===== config.mk =====
export PLATFORM = sky130hd
export DESIGN_NAME = rr_select_scheduler
export DESIGN_NICKNAME = d
export VERILOG_FILES = /design/src/rtl/rr_select_scheduler.sv
export SDC_FILE = /design/constraint.sdc
export NUM_CORES = 1
export LEC_CHECK = 0
export BUFFER_PORTS_ARGS = -buffer_cell sky130_fd_sc_hd__buf_4
export CORE_MARGIN = 3
export CORE_UTILIZATION = 52
export DETAILED_ROUTE_END_ITERATION = 10
export PLACE_DENSITY_LB_ADDON = 0.15
export SLEW_MARGIN = 20
export SYNTH_ARGS = -nofsm -noshare
export SYNTH_HDL_FRONTEND = slang
export SYNTH_SLANG_ARGS = --single-unit

===== constraint.sdc =====
create_clock -name clk -period 2.25 [get_ports clk]
set_clock_uncertainty 0.05 [all_clocks]
set_input_delay 0.3375 -clock clk [delete_from_list [all_inputs] [get_ports clk]]
set_output_delay 0.3375 -clock clk [all_outputs]
set_load 0.03 [all_outputs]

===== src/rtl/rr_select_scheduler.sv =====
// ---------------------------------------------------------------------------
// rr_select_scheduler
// Round-robin scheduler driving the 2-bit select code of a 3-input mux.
//   sel = 01 -> B1, 10 -> B2, 11 -> B3, 00 -> mux output forced to zero.
// Each grant is bounded to MAX_HOLD cycles, and every grant is followed by
// exactly IDLE_GAP cycles of sel = 00 before the next arbitration.
// The grant-release input is named release_grant because "release" is a
// reserved word in SystemVerilog.
// ---------------------------------------------------------------------------
module rr_select_scheduler #(
    parameter int MAX_HOLD = 8,   // 1..255
    parameter int IDLE_GAP = 1    // 1..15
) (
    input  logic       clk,
    input  logic       reset,
    input  logic [2:0] req,
    input  logic       release_grant,
    output logic [1:0] sel,
    output logic [2:0] grant,
    output logic       busy,
    output logic       timeout
);

    localparam logic [1:0] ST_IDLE  = 2'd0;
    localparam logic [1:0] ST_GRANT = 2'd1;
    localparam logic [1:0] ST_GAP   = 2'd2;

    localparam logic [7:0] HOLD_LIMIT = 8'(MAX_HOLD);
    localparam logic [3:0] GAP_LIMIT  = 4'(IDLE_GAP);

    // Round-robin pick: search starts one past the last-served requester and
    // wraps. Result is {found, index}.
    function automatic logic [2:0] arb_pick(input logic [2:0] r, input logic [1:0] last);
        logic [1:0] c0;
        logic [1:0] c1;
        logic [1:0] c2;
        logic [2:0] res;
        case (last)
            2'd0: begin
                c0 = 2'd1; c1 = 2'd2; c2 = 2'd0;
            end
            2'd1: begin
                c0 = 2'd2; c1 = 2'd0; c2 = 2'd1;
            end
            default: begin
                c0 = 2'd0; c1 = 2'd1; c2 = 2'd2;
            end
        endcase
        if (r[c0]) begin
            res = {1'b1, c0};
        end else if (r[c1]) begin
            res = {1'b1, c1};
        end else if (r[c2]) begin
            res = {1'b1, c2};
        end else begin
            res = {1'b0, 2'd0};
        end
        return res;
    endfunction

    // Requester index to one-hot grant vector; out-of-range index gives 000.
    function automatic logic [2:0] to_onehot(input logic [1:0] idx);
        logic [2:0] oh;
        case (idx)
            2'd0:    oh = 3'b001;
            2'd1:    oh = 3'b010;
            2'd2:    oh = 3'b100;
            default: oh = 3'b000;
        endcase
        return oh;
    endfunction

    // Request line of a given requester; out-of-range index reads as idle.
    function automatic logic req_of(input logic [2:0] r, input logic [1:0] idx);
        logic v;
        case (idx)
            2'd0:    v = r[0];
            2'd1:    v = r[1];
            2'd2:    v = r[2];
            default: v = 1'b0;
        endcase
        return v;
    endfunction

    // Registered state
    logic [1:0] state_r;
    logic [7:0] hold_r;
    logic [3:0] gap_r;
    logic [1:0] last_r;
    logic [1:0] owner_r;
    logic [1:0] sel_r;
    logic [2:0] grant_r;
    logic       busy_r;
    logic       timeout_r;

    // Next-state values
    logic [1:0] state_s;
    logic [7:0] hold_s;
    logic [3:0] gap_s;
    logic [1:0] last_s;
    logic [1:0] owner_s;
    logic [1:0] sel_s;
    logic [2:0] grant_s;
    logic       busy_s;
    logic       timeout_s;

    // Arbitration and grant-exit decode
    logic [2:0] pick_s;
    logic       win_valid_s;
    logic [1:0] win_idx_s;
    logic       owner_req_s;
    logic       limit_s;
    logic       exit_s;
    logic       limit_only_s;

    // Decode the round-robin winner and the reasons a running grant may end.
    always_comb begin
        pick_s       = arb_pick(req, last_r);
        win_valid_s  = pick_s[2];
        win_idx_s    = pick_s[1:0];
        owner_req_s  = req_of(req, owner_r);
        limit_s      = (hold_r == HOLD_LIMIT);
        exit_s       = release_grant | ~owner_req_s | limit_s;
        // A timeout is reported only when the hold limit is the sole cause.
        limit_only_s = limit_s & ~release_grant & owner_req_s;
    end

    // Next-state logic: IDLE -> GRANT -> GAP -> (GRANT | IDLE).
    always_comb begin
        state_s = state_r;
        hold_s  = hold_r;
        gap_s   = gap_r;
        last_s  = last_r;
        owner_s = owner_r;
        case (state_r)
            ST_IDLE: begin
                if (win_valid_s) begin
                    state_s = ST_GRANT;
                    owner_s = win_idx_s;
                    hold_s  = 8'd1;
                end else begin
                    state_s = ST_IDLE;
                end
            end
            ST_GRANT: begin
                if (exit_s) begin
                    state_s = ST_GAP;
                    last_s  = owner_r;
                    gap_s   = 4'd1;
                    hold_s  = 8'd0;
                end else begin
                    hold_s  = hold_r + 8'd1;
                end
            end
            ST_GAP: begin
                if (gap_r == GAP_LIMIT) begin
                    gap_s = 4'd0;
                    if (win_valid_s) begin
                        state_s = ST_GRANT;
                        owner_s = win_idx_s;
                        hold_s  = 8'd1;
                    end else begin
                        state_s = ST_IDLE;
                    end
                end else begin
                    gap_s = gap_r + 4'd1;
                end
            end
            default: begin
                state_s = ST_IDLE;
                hold_s  = 8'd0;
                gap_s   = 4'd0;
            end
        endcase
    end

    // Output decode from the next state, so every output leaves a register.
    always_comb begin
        sel_s     = 2'b00;
        grant_s   = 3'b000;
        busy_s    = 1'b0;
        timeout_s = 1'b0;
        if (state_s == ST_GRANT) begin
            sel_s   = owner_s + 2'd1;
            grant_s = to_onehot(owner_s);
            busy_s  = 1'b1;
        end else begin
            sel_s   = 2'b00;
            grant_s = 3'b000;
            busy_s  = 1'b0;
        end
        if ((state_r == ST_GRANT) && exit_s && limit_only_s) begin
            timeout_s = 1'b1;
        end else begin
            timeout_s = 1'b0;
        end
    end

    // State and output registers with synchronous active-high reset.
    always_ff @(posedge clk) begin
        if (reset) begin
            state_r   <= ST_IDLE;
            hold_r    <= 8'd0;
            gap_r     <= 4'd0;
            last_r    <= 2'd2;
            owner_r   <= 2'd0;
            sel_r     <= 2'b00;
            grant_r   <= 3'b000;
            busy_r    <= 1'b0;
            timeout_r <= 1'b0;
        end else begin
            state_r   <= state_s;
            hold_r    <= hold_s;
            gap_r     <= gap_s;
            last_r    <= last_s;
            owner_r   <= owner_s;
            sel_r     <= sel_s;
            grant_r   <= grant_s;
            busy_r    <= busy_s;
            timeout_r <= timeout_s;
        end
    end

    assign sel     = sel_r;
    assign grant   = grant_r;
    assign busy    = busy_r;
    assign timeout = timeout_r;

endmodule


==> results of run 1 <==
[worst register-to-register path, delay by kind of cell, from the launching register on]
family / cells / cell delay, ns
simple gates: 4 / 0.66
fa+ha+maj: 2 / 0.44
flops: 1 / 0.38
buf+inv: 3 / 0.34
compound gates: 1 / 0.26
[path summary, 6_finish.rpt]
check | startpoint | end | slack [ns] | depth (start not counted)
setup / recovery | gap_r[1] | sel[1] | 0.07 | 10
hold / removal | reset | gap_r[0] | 0.27 | 2
setup reg to reg | gap_r[1] | sel[1] | 0.07 | 10
hold reg to reg | last_r[0] | last_r[0] | 0.46 | 2
[state kept, by name, summed over array words and instances, names as in the netlist]
name,cells
hold_r,8
gap_r,4
grant,3
last_r,2
owner_r,2
sel,2
state_r,2
busy,1
timeout,1
[per-layer routing]
layer / global-route usage (%) / up-vias / routed length (µm)
met2: 33.8 / 31 / 1590
met5: 0 / - / 0
li1: - / 638 / -
met1: 23.4 / 569 / 1430
met4: 8.09 / 0 / 0
met3: 3.07 / 0 / 100
[cell families (layout without fill, tap and decap cells)]
family,after synthesis,after routing,synth area share (%)
flops,25,25,34.6
fa+ha+maj,12,12,10.4
simple gates,63,63,26.9
mux,2,2,1.38
buf+inv,15,33,3.98
compound gates,48,48,22.8
[cell type report]
class | instances | share of cell area [%]
clock inverters | 1 | 0.458
repair buffers | 18 | 8.25
flip-flops and latches | 25 | 30.6
multi-input cells | 125 | 54.5
well taps | 30 | 2.29
inverters | 11 | 2.52
clock buffers | 3 | 1.38
[metrics by stage]
stage	setup slack, ns	hold slack [ns]	power [mW]
after floorplan	0.135	0.411	0.972
after CTS	0.0927	0.252	1.38
after global placement	0.207	0.427	1.15
final	0.0708	0.267	1.38
after global routing	0.00785	0.271	1.47
after detailed placement	0.117	0.439	1.17
[cell usage after synthesis (2+ instances only)]
library cell  count  area (µm²)
inv_1            11        41.3
clkbuf_1          3        11.3
a21oi_1          12        60.1
nand2_1           4        15.0
nor2_1           11        41.3
nor2b_1           6        37.5
mux2i_1           2        20.0
nor3_1            3        15.0
ha_1             12         150
and3_1            9        56.3
nand3b_1          2        15.0
nor3b_1           6        45.0
a22oi_1           2        15.0
nand3_1           4        20.0
and2_1            2        12.5
dfxtp_1          25         500
o21ai_1           5        25.0
nor4b_1           4        35.0
o211ai_1          2        15.0
a22o_1            5        43.8
o21ai_0           9        45.0
nand2b_1          3        18.8
[power by group through the flow]
| stage | sequential, mW | clock [mW] | combinational [mW] |
|---|---|---|---|
| floorplan | 0.616 | 0 | 0.356 |
| global placement | 0.562 | 0 | 0.593 |
| detailed placement | 0.564 | 0 | 0.602 |
| CTS | 0.555 | 0.219 | 0.605 |
| global route | 0.566 | 0.238 | 0.670 |
| finish | 0.556 | 0.209 | 0.612 |
[what timing repair did]
| action | in CTS | in global routing |
|---|---|---|
| setup buffers | 0 | 1 |
| endpoints found under the setup margin | 0 | 1 |
| resized for setup | 0 | 2 |
| hold buffers | 0 | 0 |
==> flow_summary.yaml, run 1 <==
cts:
  numCtsBuffers: 3
  htree_levels: 1
  cts_tree: "done"
  clock_latency_ns: 0.32
  root_buffer: "clkbuf_4"
  path_clk_slew_ns: 0.15
  clkSinkCount: 25
  clockBufferDepth: 2
route:
  first_pass_iters: 4
  drtIter0Drc: 55
  viasPerCell: 5.81
  wl_per_cell_um: 14.7
  drc_errors: 0
  drt_wl_total_um: 3120
  ant_nets: 0
  vias: 1238
placement:
  portBuffers: 12
  dp_hpwl_um: 2340
  dp.cells: 208
  placed_cell_area_mm2: 0.00160
  gp_congestion: 0.883
sta:
  timing_hold_violations_final: 0
  rsz0062_at_grt: "no"
  drv_slew: 0
  relSlewSlack_pct: 62.0
  layout_min_cycle_time_ns: 2.18
  finalSetupViolations: 0
  tightest_slew_ns: 0.563
  timing.fmax_mhz: 459
  fin_crit_sh_pct: 96.9
  tns_ns: 0
finish:
  multiInputGateArea_um2: 892
  final_cell_mix: "dfxtp_1 (24), buf_4 (18), a21oi_1 (12)"
  area_delta_synth_final_pct: 13.1
  fill_cells: 232
  final_core_util_pct: 63.8
  fin_cells: 213
  layout-drive-gt1-share_pct: 16.9
  seqCellArea_um2: 502
  diodes: 0
  fin_area_mm2: 0.00164
  layout.nets: 202
  mostFrequentLayoutCell: "dfxtp_1"
yosys:
  synth.yosys.seq_area_share_pct: 34.6
  synth.avg_cell_area_um2: 8.77
  syn_inst: 165
  syn-cell-area_mm2: 0.00145
  synth.distinct_cells: 45
  synth_nets: 183
  async_flop_share_pct: 0
  synth-seq-cells: 25
  synth_ff_type: "dfxtp_1"
  ys_warn_count: 0
  synth_edf_count: 0
pwr:
  p_sw_mw: 0.545
  p_int_mw: 0.832
  seqPwrFrac_pct: 40.4
  clkPwrFrac_pct: 15.2
  irDropWorstVdd_v: 0.000757
  switching_share_pct: 39.6
  power.density_mw_per_mm2: 841
  power.leakage_nw: 0.728
  combPwrFrac_pct: 44.5
grt:
  overflow: 0
  grt_max_degree: 21
  grt_pass1_vias: 1279
  grtUsageTotal_pct: 19.4
  antenna_found_initial: 0
  grt_pass1_wl_um: 5380
floorplanning:
  die_x_um: 58.8
  die_y_um: 58.8
  core_area_mm2: 0.00257
  rows: 18
  start_util_pct: 56.4
  io_pins: 13
  die-area_mm2: 0.00345
worst_hold_path:
  min_path_type: "in2reg"
worst_setup_path:
  critPathLaunchType: "flip-flop"
  cp_max_fo: 4
  critPathSlowestCell: "dfxtp_1"
  critPathMaxStageDelay_ns: 0.38
  cp_top_family: "simple AND/OR/NAND/NOR gates"
  worstSetupPathType: "reg2reg"
  cp.arrival_ns: 2.40
  end_kind: "flip-flop"
  cp_cell_sequence: "inv_1 -> ha_1 -> nor3b_1 -> buf_4 -> and2_1 -> o211ai_1 -> nand3_1 -> inv_1 -> ha_1 -> and3b_1"
  critical_path_buf_inv_count: 3
  required_ns: 2.47
run_status:
  outcome: "complete, no violations"
run:
  drv_cap: 0
No activity file was read; power rests on OpenSTA's default activity.
==> run 2, diff against run 1 <==
Settings changed: PLACE_DENSITY set to 0.78, PLACE_DENSITY_LB_ADDON 0.15 to not set.
==> flow_summary.yaml, run 2 (synthesized netlist as in run 1, its figures left out) <==
worst_setup_path:
  critPathLaunchType: "flip-flop"
  cp.arrival_ns: 2.39
  worstSetupPathType: "reg2reg"
  cp_max_fo: 6
  r2r_cells: 6
  path_depth: 6
  r2r_start: "state_r[1]"
  critical_path_buf_inv_count: 1
  critPathSlowestCell: "or4_4"
  reg2reg_slack_ns: 0.09
  critPathMaxStageDelay_ns: 0.57
  r2r_end: "hold_r[4]"
  required_ns: 2.48
  cp_cell_sequence: "inv_1 -> ha_1 -> or3b_1 -> or4_4 -> o21ai_1 -> a22o_1"
  end_kind: "flip-flop"
  cp_top_family: "simple AND/OR/NAND/NOR gates"
floorplanning:
  die_x_um: 58.8
  io_pins: 13
  die_y_um: 58.8
  core_area_mm2: 0.00257
  die-area_mm2: 0.00345
  rows: 18
  start_util_pct: 56.4
sta:
  layout_min_cycle_time_ns: 2.16
  relSlewSlack_pct: 64.6
  drv_slew: 0
  tns_ns: 0
  finalSetupViolations: 0
  timing_hold_violations_final: 0
  tightest_slew_ns: 0.525
  rsz0062_at_grt: "no"
  fin_crit_sh_pct: 96.2
  timing.fmax_mhz: 462
grt:
  gr-max-usage-layer: "met2"
  grt_max_degree: 21
  grt_pass1_wl_um: 5240
  grt_use_met1_pct: 24.6
  overflow: 0
  grtUsageTotal_pct: 19.4
  use_met2_pct: 32.2
  grt_pass1_vias: 1155
  antenna_found_initial: 0
  grtUsageMet3_pct: 4.61
finish:
  fin_area_mm2: 0.00163
  mostFrequentLayoutCell: "dfxtp_1"
  layout.nets: 201
  top_register: "hold_r"
  area_delta_synth_final_pct: 12.7
  fin_cells: 212
  seqCellArea_um2: 503
  fill_cells: 236
  final_cell_mix: "dfxtp_1 (23), buf_4 (17), a21oi_1 (12)"
  diodes: 0
  largest_reg_flops: 8
  layout-drive-gt1-share_pct: 17.0
  multiInputGateArea_um2: 892
pwr:
  irDropWorstVdd_v: 0.000679
  power.density_mw_per_mm2: 850
  power.leakage_nw: 0.724
worst_hold_path:
  worstHoldStart: "reset"
  whs_path_depth: 2
  min_path_type: "in2reg"
  hold_path_end: "gap_r[3]"
cts:
  root_buffer: "clkbuf_4"
  numCtsBuffers: 3
  ctsHoldBuffers: 0
  clkSinkCount: 25
  clockBufferDepth: 2
  path_clk_slew_ns: 0.15
  clock_latency_ns: 0.33
  htree_levels: 1
  cts_tree: "done"
route:
  first_pass_iters: 4
  vias: 1252
  drtIter0Drc: 55
  viasPerCell: 5.91
  drc_errors: 0
  ant_nets: 0
  wl_per_cell_um: 14.9
  drt_wl_total_um: 3160
placement:
  portBuffers: 12
  dp_hpwl_um: 2360
  placed_cell_area_mm2: 0.00160
  gp_congestion: 0.908
  dp.cells: 208
run:
  drv_cap: 0
run_status:
  outcome: "complete, no violations"
run 2: power by group:
group,switching (mW),leakage [nW],internal [mW]
combinational,0.361,0.506,0.257
sequential,0.0492,0.204,0.507
clock,0.145,0.0139,0.0680
run 2: worst max path at each step:
stage                from         to  slack, ns
2_1_floorplan    gap_r[0]     sel[1]       0.13
3_3_place_gp    hold_r[0]   grant[1]       0.18
3_5_place_dp     gap_r[0]     sel[1]       0.13
4_1_cts          gap_r[0]     sel[1]        0.1
5_1_grt        state_r[1]  hold_r[4]       0.02
6_report       state_r[1]  hold_r[4]       0.09
run 2: cell type report:
cell class,count,share of cell area [%]
clock buffer,3,1.38
clock inverter,1,0.460
timing repair buffer,17,7.82
inverter,11,2.53
tap,30,2.30
multi-input combinational,125,54.7
sequential,25,30.8
run 2: through the flow:
step                      hold slack [ns]  total power [mW]  setup WS, ns  utilization [%]
after CTS                           0.245              1.39        0.0985             63.4
after floorplan                     0.411             0.972         0.135                -
final                               0.266              1.39        0.0864             63.5
after detailed placement            0.459              1.17         0.134             62.2
after global placement              0.428              1.15         0.179             62.2
after global routing                0.269              1.48        0.0178             63.5
run 2: timing repair:
action	CTS	global route
gates resized for setup	0	3
endpoints found under the setup margin	0	1
setup buffers	0	0
run 2: routing by layer:
metal	vias to the layer above	part of all wire, %
li1	637	-
met1	583	46
met2	28	49
met3	4	4.0
met4	0	1.1
met5	-	0
run 2: worst register-to-register path, cell delays in order, from the launching register on:
cell and delay [ns]:
dfxtp_1 0.40, inv_1 0.13, ha_1 0.27, or3b_1 0.36, or4_4 0.57, o21ai_1 0.17
a22o_1 0.15
